===== config.mk =====
export PLATFORM = sky130hd
export DESIGN_NAME = ppu_frame_signature
export DESIGN_NICKNAME = d
export VERILOG_FILES = /design/src/rtl/ppu_frame_signature.sv
export SDC_FILE = /design/constraint.sdc
export NUM_CORES = 1
export LEC_CHECK = 0
export ABC_CLOCK_PERIOD_IN_PS = 2950
export CORE_MARGIN = 3
export CORE_UTILIZATION = 41
export DETAILED_ROUTE_END_ITERATION = 16
export PLACE_DENSITY = 0.63
export SETUP_SLACK_MARGIN = 0.3
export SKIP_LAST_GASP = 1
export SYNTH_ARGS = -nofsm -noshare
export SYNTH_HDL_FRONTEND = slang
export SYNTH_SLANG_ARGS = --single-unit

===== constraint.sdc =====
create_clock -name Clk -period 2.95 [get_ports Clk]
set_input_delay 0.59 -clock Clk [delete_from_list [all_inputs] [get_ports Clk]]
set_output_delay 0.59 -clock Clk [all_outputs]
set_load 0.005 [all_outputs]

===== src/rtl/ppu_frame_signature.sv =====
// ppu_frame_signature
// Per-frame self-check for the PPU pixel stream. For every complete active
// frame it computes a CRC-32/BZIP2 signature and checks the frame geometry.
// It compares the signature against an expected value and keeps sticky error
// flags, so long board regressions can check themselves.
module ppu_frame_signature #(
    parameter int PIX_W    = 6,
    parameter int H_ACTIVE = 256,
    parameter int V_ACTIVE = 240,
    parameter int FCNT_W   = 16
) (
    input  logic              Clk,
    input  logic              reset_rtl_0_n,
    input  logic              enable,
    input  logic              clear,
    input  logic              pix_valid,
    input  logic              pix_sof,
    input  logic              pix_sol,
    input  logic [PIX_W-1:0]  pix_data,
    input  logic              exp_valid,
    input  logic [31:0]       exp_crc,
    output logic [31:0]       crc_out,
    output logic              crc_valid,
    output logic [FCNT_W-1:0] frame_count,
    output logic              mismatch,
    output logic              geom_err
);

    localparam int HCW = $clog2(H_ACTIVE + 1);
    localparam int VCW = $clog2(V_ACTIVE + 1);
    localparam logic [HCW-1:0] H_MAX  = HCW'(H_ACTIVE);
    localparam logic [HCW-1:0] H_PEN  = HCW'(H_ACTIVE - 1);
    localparam logic [VCW-1:0] V_LAST = VCW'(V_ACTIVE - 1);
    localparam logic [31:0]    CRC_INIT = 32'hFFFF_FFFF;
    localparam logic [31:0]    CRC_POLY = 32'h04C1_1DB7;

    typedef enum logic [1:0] {
        ST_IDLE     = 2'd0,
        ST_WAIT_SOF = 2'd1,
        ST_ACTIVE   = 2'd2,
        ST_DONE     = 2'd3
    } state_t;

    // This function performs an MSB-first, non-reflected CRC-32 update over one byte.
    function automatic logic [31:0] crc32_byte(input logic [31:0] crc_in, input logic [7:0] d);
        logic [31:0] c;
        logic        fb;
        c = crc_in;
        for (int i = 7; i >= 0; i--) begin
            fb = c[31] ^ d[i];
            c  = {c[30:0], 1'b0};
            if (fb) begin
                c = c ^ CRC_POLY;
            end else begin
                c = c;
            end
        end
        return c;
    endfunction

    state_t            state_r, state_nx_s;
    logic [31:0]       crc_r;
    logic [HCW-1:0]    hcnt_r;
    logic [VCW-1:0]    vcnt_r;
    logic [31:0]       crc_out_r;
    logic              crc_valid_r;
    logic [FCNT_W-1:0] frame_count_r;
    logic              mismatch_r;
    logic              geom_err_r;

    logic [7:0]        pix_byte_s;
    logic [31:0]       crc_next_s;
    logic              px_s;
    logic              start_s;
    logic              line_ok_s;
    logic              step_s;
    logic              last_s;
    logic              err_s;
    logic              done_s;

    assign px_s       = pix_valid & enable;
    assign pix_byte_s = 8'(pix_data);
    assign crc_next_s = crc32_byte(crc_r, pix_byte_s);

    // The state register is cleared asynchronously, and any frame in progress is dropped.
    always_ff @(posedge Clk or negedge reset_rtl_0_n) begin
        if (!reset_rtl_0_n) begin
            state_r <= ST_IDLE;
        end else begin
            state_r <= state_nx_s;
        end
    end

    // Next-state selection. Dropping enable always returns to IDLE.
    always_comb begin
        state_nx_s = state_r;
        if (!enable) begin
            state_nx_s = ST_IDLE;
        end else begin
            case (state_r)
                ST_IDLE:     state_nx_s = ST_WAIT_SOF;
                ST_WAIT_SOF: begin
                    if (start_s) begin
                        state_nx_s = ST_ACTIVE;
                    end else begin
                        state_nx_s = ST_WAIT_SOF;
                    end
                end
                ST_ACTIVE: begin
                    if (err_s) begin
                        state_nx_s = ST_WAIT_SOF;
                    end else if (last_s) begin
                        state_nx_s = ST_DONE;
                    end else begin
                        state_nx_s = ST_ACTIVE;
                    end
                end
                ST_DONE:     state_nx_s = ST_WAIT_SOF;
                default:     state_nx_s = ST_IDLE;
            endcase
        end
    end

    // Per-pixel decode. A pix_sof seen in ACTIVE counts as an error, so it never starts a new frame.
    always_comb begin
        start_s   = 1'b0;
        line_ok_s = 1'b0;
        step_s    = 1'b0;
        last_s    = 1'b0;
        err_s     = 1'b0;
        done_s    = 1'b0;
        case (state_r)
            ST_WAIT_SOF: begin
                start_s = px_s & pix_sof;
            end
            ST_ACTIVE: begin
                if (px_s) begin
                    err_s     = pix_sof | (pix_sol & (hcnt_r != H_MAX)) |
                                (~pix_sol & (hcnt_r == H_MAX));
                    line_ok_s = ~pix_sof & pix_sol & (hcnt_r == H_MAX);
                    step_s    = ~pix_sof & ~pix_sol & (hcnt_r != H_MAX);
                    last_s    = ~pix_sof & ~pix_sol & (hcnt_r == H_PEN) & (vcnt_r == V_LAST);
                end else begin
                    err_s = 1'b0;
                end
            end
            ST_DONE: begin
                done_s = 1'b1;
            end
            default: begin
                start_s = 1'b0;
            end
        endcase
    end

    // Running CRC and the line/pixel counters for the frame in progress.
    always_ff @(posedge Clk or negedge reset_rtl_0_n) begin
        if (!reset_rtl_0_n) begin
            crc_r  <= CRC_INIT;
            hcnt_r <= {HCW{1'b0}};
            vcnt_r <= {VCW{1'b0}};
        end else if (start_s) begin
            crc_r  <= crc32_byte(CRC_INIT, pix_byte_s);
            hcnt_r <= HCW'(1);
            vcnt_r <= {VCW{1'b0}};
        end else if (line_ok_s) begin
            crc_r  <= crc_next_s;
            hcnt_r <= HCW'(1);
            vcnt_r <= vcnt_r + VCW'(1);
        end else if (step_s) begin
            crc_r  <= crc_next_s;
            hcnt_r <= hcnt_r + HCW'(1);
            vcnt_r <= vcnt_r;
        end else begin
            crc_r  <= crc_r;
            hcnt_r <= hcnt_r;
            vcnt_r <= vcnt_r;
        end
    end

    // The signature is published on the same edge that accepts the last pixel, so it is visible in the DONE cycle.
    always_ff @(posedge Clk or negedge reset_rtl_0_n) begin
        if (!reset_rtl_0_n) begin
            crc_out_r   <= 32'h0000_0000;
            crc_valid_r <= 1'b0;
        end else if (last_s) begin
            crc_out_r   <= crc_next_s ^ CRC_INIT;
            crc_valid_r <= 1'b1;
        end else begin
            crc_out_r   <= crc_out_r;
            crc_valid_r <= 1'b0;
        end
    end

    // Sticky flags and the good-frame counter. When clear and a DONE update land in the same cycle, clear wins.
    always_ff @(posedge Clk or negedge reset_rtl_0_n) begin
        if (!reset_rtl_0_n) begin
            frame_count_r <= {FCNT_W{1'b0}};
            mismatch_r    <= 1'b0;
            geom_err_r    <= 1'b0;
        end else if (clear) begin
            frame_count_r <= {FCNT_W{1'b0}};
            mismatch_r    <= 1'b0;
            geom_err_r    <= 1'b0;
        end else begin
            geom_err_r <= geom_err_r | err_s;
            if (done_s) begin
                frame_count_r <= frame_count_r + FCNT_W'(1);
                mismatch_r    <= mismatch_r | (exp_valid & (crc_out_r != exp_crc));
            end else begin
                frame_count_r <= frame_count_r;
                mismatch_r    <= mismatch_r;
            end
        end
    end

    assign crc_out     = crc_out_r;
    assign crc_valid   = crc_valid_r;
    assign frame_count = frame_count_r;
    assign mismatch    = mismatch_r;
    assign geom_err    = geom_err_r;

endmodule


# == After elaboration in Yosys (flattened, before gate mapping) ==
# Index checks and enable logic that the tools add are counted.
# W data, S select, Z words.
# word_totals
reg_bits,102
in_bits,46
out_inout_bits,51
# op_classes
n_addsub,3
eq_ne,8
mux,51
bitwise_logic,45
reduce_logical,5
# op_table
cell,n
$mux W27,15
$mux W32,10
$not A14 Y14,15
$mux W16,2
$ne A32 B32 Y1,1
$not A32 Y32,1
$mux W9,3
$add A16 B1 Y16 const B,1
$mux W8,2
$mux W1,15
$xor A1 B1 Y1,12
$and A1 B1 Y1,11
$add A9 B1 Y9 const B,1
$eq A9 B8 Y1 const B,1
$eq A9 B9 Y1 const B,1
$ne A9 B9 Y1 const B,1
$add A8 B1 Y8 const B,1
$eq A8 B8 Y1 const B,1
$mux W2,3
$pmux W2 S3,1
$eq A2 B2 Y1 const B,2
$or A1 B1 Y1,4
$reduce_bool A2 Y1,2
$reduce_bool A3 Y1,1
other kinds (4),5

# == Logic depth before layout (Yosys ltp) ==
# Gate-level depths: netlist of the first run.
# depth
depth_word,25
ltp_mapped,9
ltp_nobuf,9

# == Worst setup path after synthesis of the first run ==
# No wires, ideal clock.
# synth_timing
kind,input to register
startpoint,in pix_data[3]
endpoint,reg crc_r[10]
t_arrival_ns,1.989
required_ns,2.866
setup_slack_ns,0.877
cell_stages,6
n_path_buf,1
path_cell_list,buf_4 -> xnor2_4 -> xnor3_1 -> xnor2_1 -> a211oi_1 -> a21oi_1
# synth_via
elab_chain_cells,11
# synth_lines
element,line_no,rtl
start: declaration,19,"input logic [PIX_W-1:0] pix_data,"
$xor A1 B1 Y1,50,fb = c[31] ^ d[i];
$mux W27,52,if (fb) begin
$mux W32,162,end else if (start_s) begin
$not A14 Y14 (no line),-,
$mux W27,52,
$mux W32,162,
$mux W27,52,
$mux W32,162,
$not A14 Y14 (no line),-,
$mux W27,52,
$mux W32 (*),162,
end signal: assignment,163,"crc_r <= crc32_byte(CRC_INIT, pix_byte_s);"
end signal: assignment,167,crc_r <= crc_next_s;
end signal: assignment,171,crc_r <= crc_next_s;
end: declaration,62,logic [31:0] crc_r;
# Every way passes the cells marked *; elsewhere a longest branch is shown, timed or not. The select of a mux whose other input is x is not followed.
# A chain may end at the register's enable or synchronous reset.

# == Final worst setup path of the first run ==
# layout_timing
startpoint,in pix_data[4]
endpoint,reg crc_r[5]
# layout_via
elab_chain_cells,14
# layout_lines
element,line_no
$xor A1 B1 Y1,50
$mux W27,52
$mux W32,162
$not A14 Y14 (no line),-
$mux W27,52
$mux W32,162
$mux W27,52
$mux W32,162
$not A14 Y14 (no line),-
$mux W27,52
$mux W32,162
$not A14 Y14 (no line),-
$mux W27,52
$mux W32 (*),162
# Marks and branches as above.

==> flow_metrics.env, run 1 <==
export IMPL_fp_coreArea_um2=14700
export IMPL_ctsRootBufferMaster="clkbuf_16"
export IMPL_wire_per_inst_um=16.9
export IMPL_drt_pass1_iter_count=5
export IMPL_synth_area_um2=6250
export IMPL_max_cap_violations=0
export IMPL_worstPathRequired_ns=3.22
export IMPL_clk_latency_ns=0.35
export IMPL_grt_antenna_before_repair=0
export IMPL_r2r_end="crc_out[16]$_DFFE_PN0P_"
export IMPL_final_antenna_net_count=0
export IMPL_hold_ws_ns=0.219
export IMPL_leakagePower_nw=3.34
export IMPL_grt_overflow_total=0
export IMPL_synthCells=624
export IMPL_synth_distinct_cells=49
export IMPL_status="complete, no violations"
export IMPL_cp_slowest_stage_delay_ns=0.75
export IMPL_synth_seq_cells=102
export IMPL_routed_via_density=5.17
export IMPL_via_count=4690
export IMPL_slowest_stage="clkdlybuf4s50_1"
export IMPL_gp_congestion=0.930
export IMPL_placementRows=44
export IMPL_route_detailed_drc=0
export IMPL_cp_arrival_ns=2.71
export IMPL_cp_top_family="XOR/XNOR gates"
export IMPL_fmax_ghz=0.411
export IMPL_power_density_nw_per_um2=980
export IMPL_syn_to_final_growth_pct=24.5
export IMPL_cp_start_kind="primary input"
export IMPL_cts_reportedPaths_clkPinSlew_ns=0.07
export IMPL_drt_iter0_markers=315
export IMPL_htree_levels=3
export IMPL_post_cts_buffers=0
export IMPL_setup_ws_ns=0.514
export IMPL_grt_pass1_wl_mm=24.9
export IMPL_post_route_min_period_ns=2.44
export IMPL_hpwl_mm=11.4
export IMPL_cts_hold_buf=0
export IMPL_worst_pin_slew_ns=0.688
export IMPL_stdcell_area_um2=7780
export IMPL_place_ws_ns=0.159
export IMPL_final_setup_tns_ns=0
export IMPL_place_inst=892
export IMPL_drive_above_1_share=0.126
export IMPL_io_buffers=96
export IMPL_hold_class="in -> async"
export IMPL_synth_area_per_cell_um2=10.0
export IMPL_async_flop_share=1.00
export IMPL_synth_nets=678
export IMPL_hold_violations=0
export IMPL_grt_start_max_net_pins=67
export IMPL_die_h_um=129
export IMPL_peakVddDrop_mv=0.523
export IMPL_report_final_slew_viol_count=0
export IMPL_grt_pass1_vias=4762
export IMPL_placed_cell_area_um2=7500
export IMPL_cp_buffers_inverters=1
export IMPL_grt_use_total=0.187
export IMPL_mostFrequentLayoutCells="clkdlybuf4s50_1, nand2_1, xor2_1"
export IMPL_initial_core_util=0.425
export IMPL_synthFlopType="dfrtp_1"
export IMPL_worstPathMaxFanout=5
export IMPL_mostFrequentLayoutCell="clkdlybuf4s50_1"
export IMPL_cts_resized=0
export IMPL_yosys_warnings=0
export IMPL_die_w_um=129
export IMPL_rrSetupSlack_ns=0.70
export IMPL_cts_tree="done"
export IMPL_layout_cells_non_filler=908
export IMPL_n_antenna_cell=0
export IMPL_ioPinCount=97
export IMPL_die_area_um2=16800
export IMPL_rsz0062_at_grt="no"
export IMPL_setup_violations_final=0
export IMPL_cp_end_kind="register"
export IMPL_fin_crit_sh=0.826
export IMPL_cts_sinks=102
export IMPL_clock_skew_ns=0.0124
export IMPL_cts_buffers=9
export IMPL_path_class="in -> reg"
export IMPL_synth_edf_count=0
export IMPL_clk_path_buf_depth=2
export IMPL_reg2reg_depth=8
export IMPL_r2r_start="hcnt_r[2]$_DFFE_PN0P_"
export IMPL_ys_seq_area_frac=0.415
export IMPL_slew_headroom=0.537
export IMPL_drt_wl_total_mm=15.4
export IMPL_nets=773
export IMPL_worstPathCellList="clkdlybuf4s50_1 -> xor2_2 -> xnor3_1 -> xnor2_1 -> o21ai_1 -> a21oi_1"
-- worst max-delay path by stage --
stage | slack, ns | depth (start not counted) | endpoint | start
after floorplan | 0.88 | 6 | crc_r[10]$_DFFE_PN1P_ | pix_data[3]
after global placement | 0.29 | 6 | crc_r[9]$_DFFE_PN1P_ | pix_data[4]
after detailed placement | 0.16 | 6 | crc_r[5]$_DFFE_PN1P_ | pix_data[4]
after CTS | 0.51 | 6 | crc_r[5]$_DFFE_PN1P_ | pix_data[4]
after global routing | 0.37 | 6 | crc_r[5]$_DFFE_PN1P_ | pix_data[4]
final | 0.51 | 6 | crc_r[5]$_DFFE_PN1P_ | pix_data[4]
-- power breakdown --
| part | internal (mW) | switching [mW] | leakage, nW |
|---|---|---|---|
| clock network | 0.621 | 0.528 | 0.135 |
| logic | 2.09 | 2.30 | 1.90 |
| registers | 1.78 | 0.307 | 1.31 |
-- layer usage --
metal / vias up / track usage / share of wire
met4: 0 / 0.0391 / 0.010
met2: 122 / 0.306 / 0.46
li1: 2285 / - / -
met1: 2272 / 0.265 / 0.48
met3: 11 / 0.0297 / 0.049
met5: - / 0 / 0
-- final cells by class --
type / instances / area, um2
clock buffers: 12 / 256
clock inverters: 4 / 28.8
fillers: 1303 / 6920
inverters: 10 / 37.5
multi-input cells: 478 / 3460
flip-flops and latches: 102 / 2590
well taps: 184 / 230
repair buffers: 118 / 1170
-- registers in the layout, summed over array words and instances (netlist names) --
name	flops
geom_err	1
crc_valid	1
vcnt_r	8
frame_count	16
hcnt_r	9
state_r	2
mismatch	1
crc_r	32
crc_out	32
-- worst register-to-register path, delay by kind of cell (launching register included) --
family	cells	cell delay, ns
buf+inv	1	0.38
flops	1	0.46
compound gates	1	0.09
fa+ha+maj	1	0.18
simple gates	5	1.02
-- Yosys cell counts, types with 2 or more instances --
cell type,n,share of area
clkbuf_1,16,0.0096
a211oi_2,2,0.0040
xor3_2,2,0.0080
buf_4,5,0.0060
a31oi_1,5,0.0050
xnor2_2,4,0.010
a211o_1,3,0.0042
xor2_2,3,0.0078
nor4b_4,2,0.0076
o211ai_1,3,0.0036
a21oi_1,30,0.024
xor2_1,74,0.10
and3_1,7,0.0070
dfrtp_1,70,0.28
o21ai_1,31,0.025
nor2_1,63,0.038
inv_1,10,0.0060
and4_1,2,0.0028
or3_1,3,0.0030
buf_2,12,0.0096
xor3_1,4,0.015
o21ai_0,21,0.017
nand4_1,14,0.014
xnor2_4,4,0.018
xnor3_1,10,0.036
xnor2_1,64,0.090
nor4_1,12,0.012
nand2_1,80,0.048
dfstp_2,32,0.13
nor3_1,3,0.0024
nand3_1,8,0.0064
ha_1,8,0.016
-- stage by stage --
step | util | total power [mW]
2_1_floorplan | - | 5.33
6_report | 0.529 | 7.62
3_5_place_dp | 0.510 | 6.43
5_1_grt | 0.529 | 8.09
4_1_cts | 0.529 | 7.62
3_3_place_gp | 0.510 | 6.38
-- kinds of logic after synthesis --
logic type | after synthesis | share of synthesized area
AOI/OAI and AO/OA | 104 | 0.0937
xor gates and xnor gates | 166 | 0.292
DFF | 102 | 0.415
and+or+nand+nor | 198 | 0.148
muxes | 2 | 0.00340
buffers and inverters | 44 | 0.0318
adders and majority gates | 8 | 0.0160
Note: power is estimated with default switching activity, not from simulation.
==> run 2: changes to the inputs <==
ABC_CLOCK_PERIOD_IN_PS = 2300   (was 2950)
clock period = 2.3 ns   (was 2.95 ns; I/O delays follow)
==> flow_metrics.env, run 2 (same netlist as run 1, synthesis figures left out) <==
export IMPL_hold_class="in -> async"
export IMPL_cts_reportedPaths_clkPinSlew_ns=0.07
export IMPL_initial_core_util=0.425
export IMPL_drive_above_1_share=0.263
export IMPL_setup_violations_final=0
export IMPL_gp_congestion=0.891
export IMPL_leakagePower_nw=3.90
export IMPL_hpwl_mm=12.1
export IMPL_mostFrequentLayoutCell="buf_4"
export IMPL_report_final_slew_viol_count=0
export IMPL_cts_tree="done"
export IMPL_peakVddDrop_mv=0.792
export IMPL_n_antenna_cell=0
export IMPL_cp_end_kind="register"
export IMPL_clk_path_buf_depth=2
export IMPL_cp_arrival_ns=2.29
export IMPL_grt_pass1_vias=4832
export IMPL_grt_antenna_before_repair=0
export IMPL_final_antenna_net_count=0
export IMPL_worst_pin_slew_ns=0.594
export IMPL_grt_overflow_total=0
export IMPL_grt_start_max_net_pins=52
export IMPL_route_detailed_drc=0
export IMPL_fp_coreArea_um2=14700
export IMPL_post_route_min_period_ns=2.05
export IMPL_slew_headroom=0.604
export IMPL_cts_buffers=9
export IMPL_via_count=5022
export IMPL_fmax_ghz=0.487
export IMPL_die_w_um=129
export IMPL_grt_use_total=0.196
export IMPL_cp_start_kind="register"
export IMPL_nets=855
export IMPL_syn_to_final_growth_pct=39.6
export IMPL_mostFrequentLayoutCells="buf_4, clkdlybuf4s50_1, nand2_1"
export IMPL_startpoint="crc_r[31]$_DFFE_PN1P_"
export IMPL_io_buffers=96
export IMPL_placementRows=44
export IMPL_clk_latency_ns=0.36
export IMPL_placed_cell_area_um2=7930
export IMPL_power_mw=12.0
export IMPL_max_cap_violations=0
export IMPL_rsz0062_at_grt="yes"
export IMPL_r2r_start="crc_r[31]$_DFFE_PN1P_"
export IMPL_final_setup_tns_ns=0
export IMPL_die_h_um=129
export IMPL_die_area_um2=16800
export IMPL_path_class="reg -> reg"
export IMPL_fin_util=0.594
export IMPL_drt_iter0_markers=293
export IMPL_status="complete, no violations"
export IMPL_cts_sinks=102
export IMPL_clock_skew_ns=0.00648
export IMPL_drt_wl_total_mm=16.8
export IMPL_hold_violations=0
export IMPL_wire_per_inst_um=17.0
export IMPL_hold_ws_ns=0.101
export IMPL_worstPathMaxFanout=4
export IMPL_ioPinCount=97
export IMPL_power_density_nw_per_um2=1370
export IMPL_stdcell_area_um2=8730
export IMPL_htree_levels=3
export IMPL_ctsRootBufferMaster="clkbuf_16"
export IMPL_drt_pass1_iter_count=5
export IMPL_cts_hold_buf=0
export IMPL_worstPathRequired_ns=2.54
export IMPL_grt_pass1_wl_mm=25.6
export IMPL_routed_via_density=5.07
export IMPL_fin_crit_sh=0.892
## run 2: final cells by class
type                       count  area [um2]
inverter                      10        37.5
clock inverter                 6        61.3
multi-input combinational    478        3690
sequential                   102        2590
clock buffer                  10         239
fill                        1218        5970
tap                          184         230
timing repair buffer         200        1870
## run 2: worst max-delay path, stage by stage (launching register included)
cell     delay [ns]
dfstp_2        0.56
xor3_2         0.51
xnor3_2        0.46
buf_6          0.15
mux2_2         0.25
## run 2: layer usage
| metal | vias to the layer above | GRT usage | wire, um |
|---|---|---|---|
| met5 | - | 0 | 0 |
| met4 | 0 | 0.0605 | 302 |
| met3 | 26 | 0.0251 | 883 |
| met2 | 169 | 0.309 | 7650 |
| met1 | 2376 | 0.283 | 7980 |
| li1 | 2451 | - | - |
## run 2: power breakdown
| part | internal [mW] | switching (mW) |
|---|---|---|
| clock | 0.871 | 0.711 |
| sequential | 2.29 | 0.392 |
| combinational | 4.29 | 3.40 |
| total | 7.44 | 4.51 |
## run 2: metrics by stage
| step | setup WS (ns) | cells |
|---|---|---|
| final | 0.248 | 990 |
| after CTS | 0.191 | 967 |
| after global routing | 0.131 | 990 |
| after detailed placement | -0.144 | 946 |
| after floorplan | 0.357 | 624 |
| after global placement | -0.122 | 946 |
## run 2: repair_timing
item / in CTS / in global routing
buffers inserted: 5 / 22
resized for setup: 12 / 47
pin swaps: 2 / 26
cloned: 0 / 1
endpoints found under the setup margin: 23 / 75
## run 2: worst paths after layout
path                                           end  depth (start not counted)  slack (ns)
setup / recovery            crc_out[3]$_DFFE_PN0P_                          4        0.25
hold / removal             crc_out[31]$_DFFE_PN0P_                          1        0.10
setup reg to reg            crc_out[3]$_DFFE_PN0P_                          4        0.25
hold reg to reg               crc_r[6]$_DFFE_PN1P_                          2        0.47
max in group asynchronous     crc_r[1]$_DFFE_PN1P_                          2        1.45
min in group Clk              crc_r[6]$_DFFE_PN1P_                          2        0.47
==> run 3: changes to the inputs <==
GPL_ROUTABILITY_DRIVEN = 0   (was not set)
MAX_ROUTING_LAYER = met4   (was not set)
==> flow_metrics.env, run 3 (same netlist as run 1, synthesis figures left out) <==
export IMPL_nets=856
export IMPL_clk_latency_ns=0.35
export IMPL_grt_start_max_net_pins=52
export IMPL_mostFrequentLayoutCell="buf_4"
export IMPL_grt_overflow_total=0
export IMPL_drive_above_1_share=0.268
export IMPL_max_cap_violations=0
export IMPL_via_count=5046
export IMPL_die_area_um2=16800
export IMPL_grt_pass1_wl_mm=25.5
export IMPL_place_inst=946
export IMPL_peakVddDrop_mv=0.785
export IMPL_cts_tree="done"
export IMPL_report_final_slew_viol_count=0
export IMPL_setup_violations_final=0
export IMPL_r2r_end="crc_valid$_DFF_PN0_"
export IMPL_drt_pass1_iter_count=4
export IMPL_routed_via_density=5.09
export IMPL_syn_to_final_growth_pct=40.0
export IMPL_leakagePower_nw=3.91
export IMPL_worstPathMaxFanout=3
export IMPL_cp_end_kind="register"
export IMPL_io_buffers=96
export IMPL_drt_wl_total_mm=16.8
export IMPL_fin_crit_sh=0.897
export IMPL_die_h_um=129
export IMPL_clock_skew_ns=0.00587
export IMPL_status="complete, no violations"
export IMPL_path_class="reg -> reg"
export IMPL_cts_sinks=102
export IMPL_grt_use_total=0.202
export IMPL_initial_core_util=0.425
export IMPL_hold_violations=0
export IMPL_mostFrequentLayoutCells="buf_4, clkdlybuf4s50_1, nand2_1"
export IMPL_n_antenna_cell=0
export IMPL_htree_levels=3
export IMPL_rrSetupSlack_ns=0.24
export IMPL_grt_pass1_vias=4839
export IMPL_clk_path_buf_depth=2
export IMPL_cts_reportedPaths_clkPinSlew_ns=0.07
export IMPL_layout_cells_non_filler=991
export IMPL_hpwl_mm=12.1
export IMPL_final_antenna_net_count=0
export IMPL_worstPathRequired_ns=2.60
export IMPL_reg2reg_depth=8
export IMPL_cts_buffers=9
export IMPL_wire_per_inst_um=17.0
export IMPL_route_detailed_drc=0
export IMPL_grt_antenna_before_repair=0
export IMPL_post_route_min_period_ns=2.06
export IMPL_hold_class="in -> async"
export IMPL_ctsRootBufferMaster="clkbuf_16"
export IMPL_cp_start_kind="register"
export IMPL_cp_arrival_ns=2.36
export IMPL_slew_headroom=0.599
export IMPL_worst_pin_slew_ns=0.601
export IMPL_power_density_nw_per_um2=1370
export IMPL_placementRows=44
export IMPL_die_w_um=129
export IMPL_rsz0062_at_grt="yes"
export IMPL_drt_iter0_markers=310
export IMPL_fmax_ghz=0.485
export IMPL_r2r_start="hcnt_r[4]$_DFFE_PN0P_"
export IMPL_ioPinCount=97
export IMPL_fp_coreArea_um2=14700
export IMPL_power_mw=12.0
==> run 3: changes by cell type in the layout (fill, tap and decap cells not counted), sizes merged <==
cell / before / now
buf: 104 / 105
==> run 3: worst max-delay path by stage <==
stage	from	end	slack (ns)	cells after the start
after global routing	pix_sof	hcnt_r[5]$_DFFE_PN0P_	0.14	7
final	hcnt_r[4]$_DFFE_PN0P_	crc_valid$_DFF_PN0_	0.24	8
after CTS	hcnt_r[4]$_DFFE_PN0P_	crc_out[26]$_DFFE_PN0P_	0.19	9
after floorplan	pix_data[3]	crc_r[10]$_DFFE_PN1P_	0.36	6
after global placement	pix_data[3]	crc_out[10]$_DFFE_PN0P_	-0.12	6
after detailed placement	pix_data[1]	crc_r[12]$_DFFE_PN1P_	-0.14	6
==> run 3: worst max-delay path, cell delays in order (launching register included) <==
cell,delay (ns)
dfrtp_1,0.44
and3_4,0.24
and3_4,0.19
and3_4,0.20
ha_4,0.15
nand2_1,0.05
or4_4,0.43
nor3_4,0.18
buf_4,0.13
==> run 3: per-stage QoR <==
stage / worst slack, ns / utilization / cell area, um2 / hold WS (ns) / TNS (ns)
floorplan: 0.357 / - / 6250 / 0.164 / 0
global placement: -0.122 / 0.539 / 7930 / 0.458 / -0.809
detailed placement: -0.144 / 0.539 / 7930 / 0.457 / -1.72
CTS: 0.191 / 0.567 / 8330 / 0.123 / 0
global route: 0.136 / 0.595 / 8750 / 0.141 / 0
finish: 0.238 / 0.595 / 8750 / 0.105 / 0
==> run 3: area by class of cell <==
cell class	instances	area [um2]
clock buffers	10	239
well taps	184	230
repair buffers	201	1880
multi-input cells	478	3710
flip-flops and latches	102	2590
clock inverters	6	61.3
inverters	10	37.5
fillers	1220	5950
==> run 3: report_power, final <==
group	total [mW]	internal, mW	switching, mW
registers	2.68	2.29	0.394
clock network	1.57	0.870	0.701
logic	7.75	4.30	3.45
total	12.0	7.46	4.54
==> run 3: repair_timing <==
action / 4_1_cts / 5_1_grt
pin swaps: 2 / 28
gates cloned: 0 / 1
gates resized for setup: 12 / 50
setup endpoints to repair: 23 / 75
buffers inserted: 5 / 23
hold buffers: 0 / 0
==> run 3: per-layer routing <==
layer / part of all wire / track usage
met1: 0.47 / 0.282
met2: 0.46 / 0.309
met3: 0.055 / 0.0251
met4: 0.020 / 0.0605
met5: 0 / -
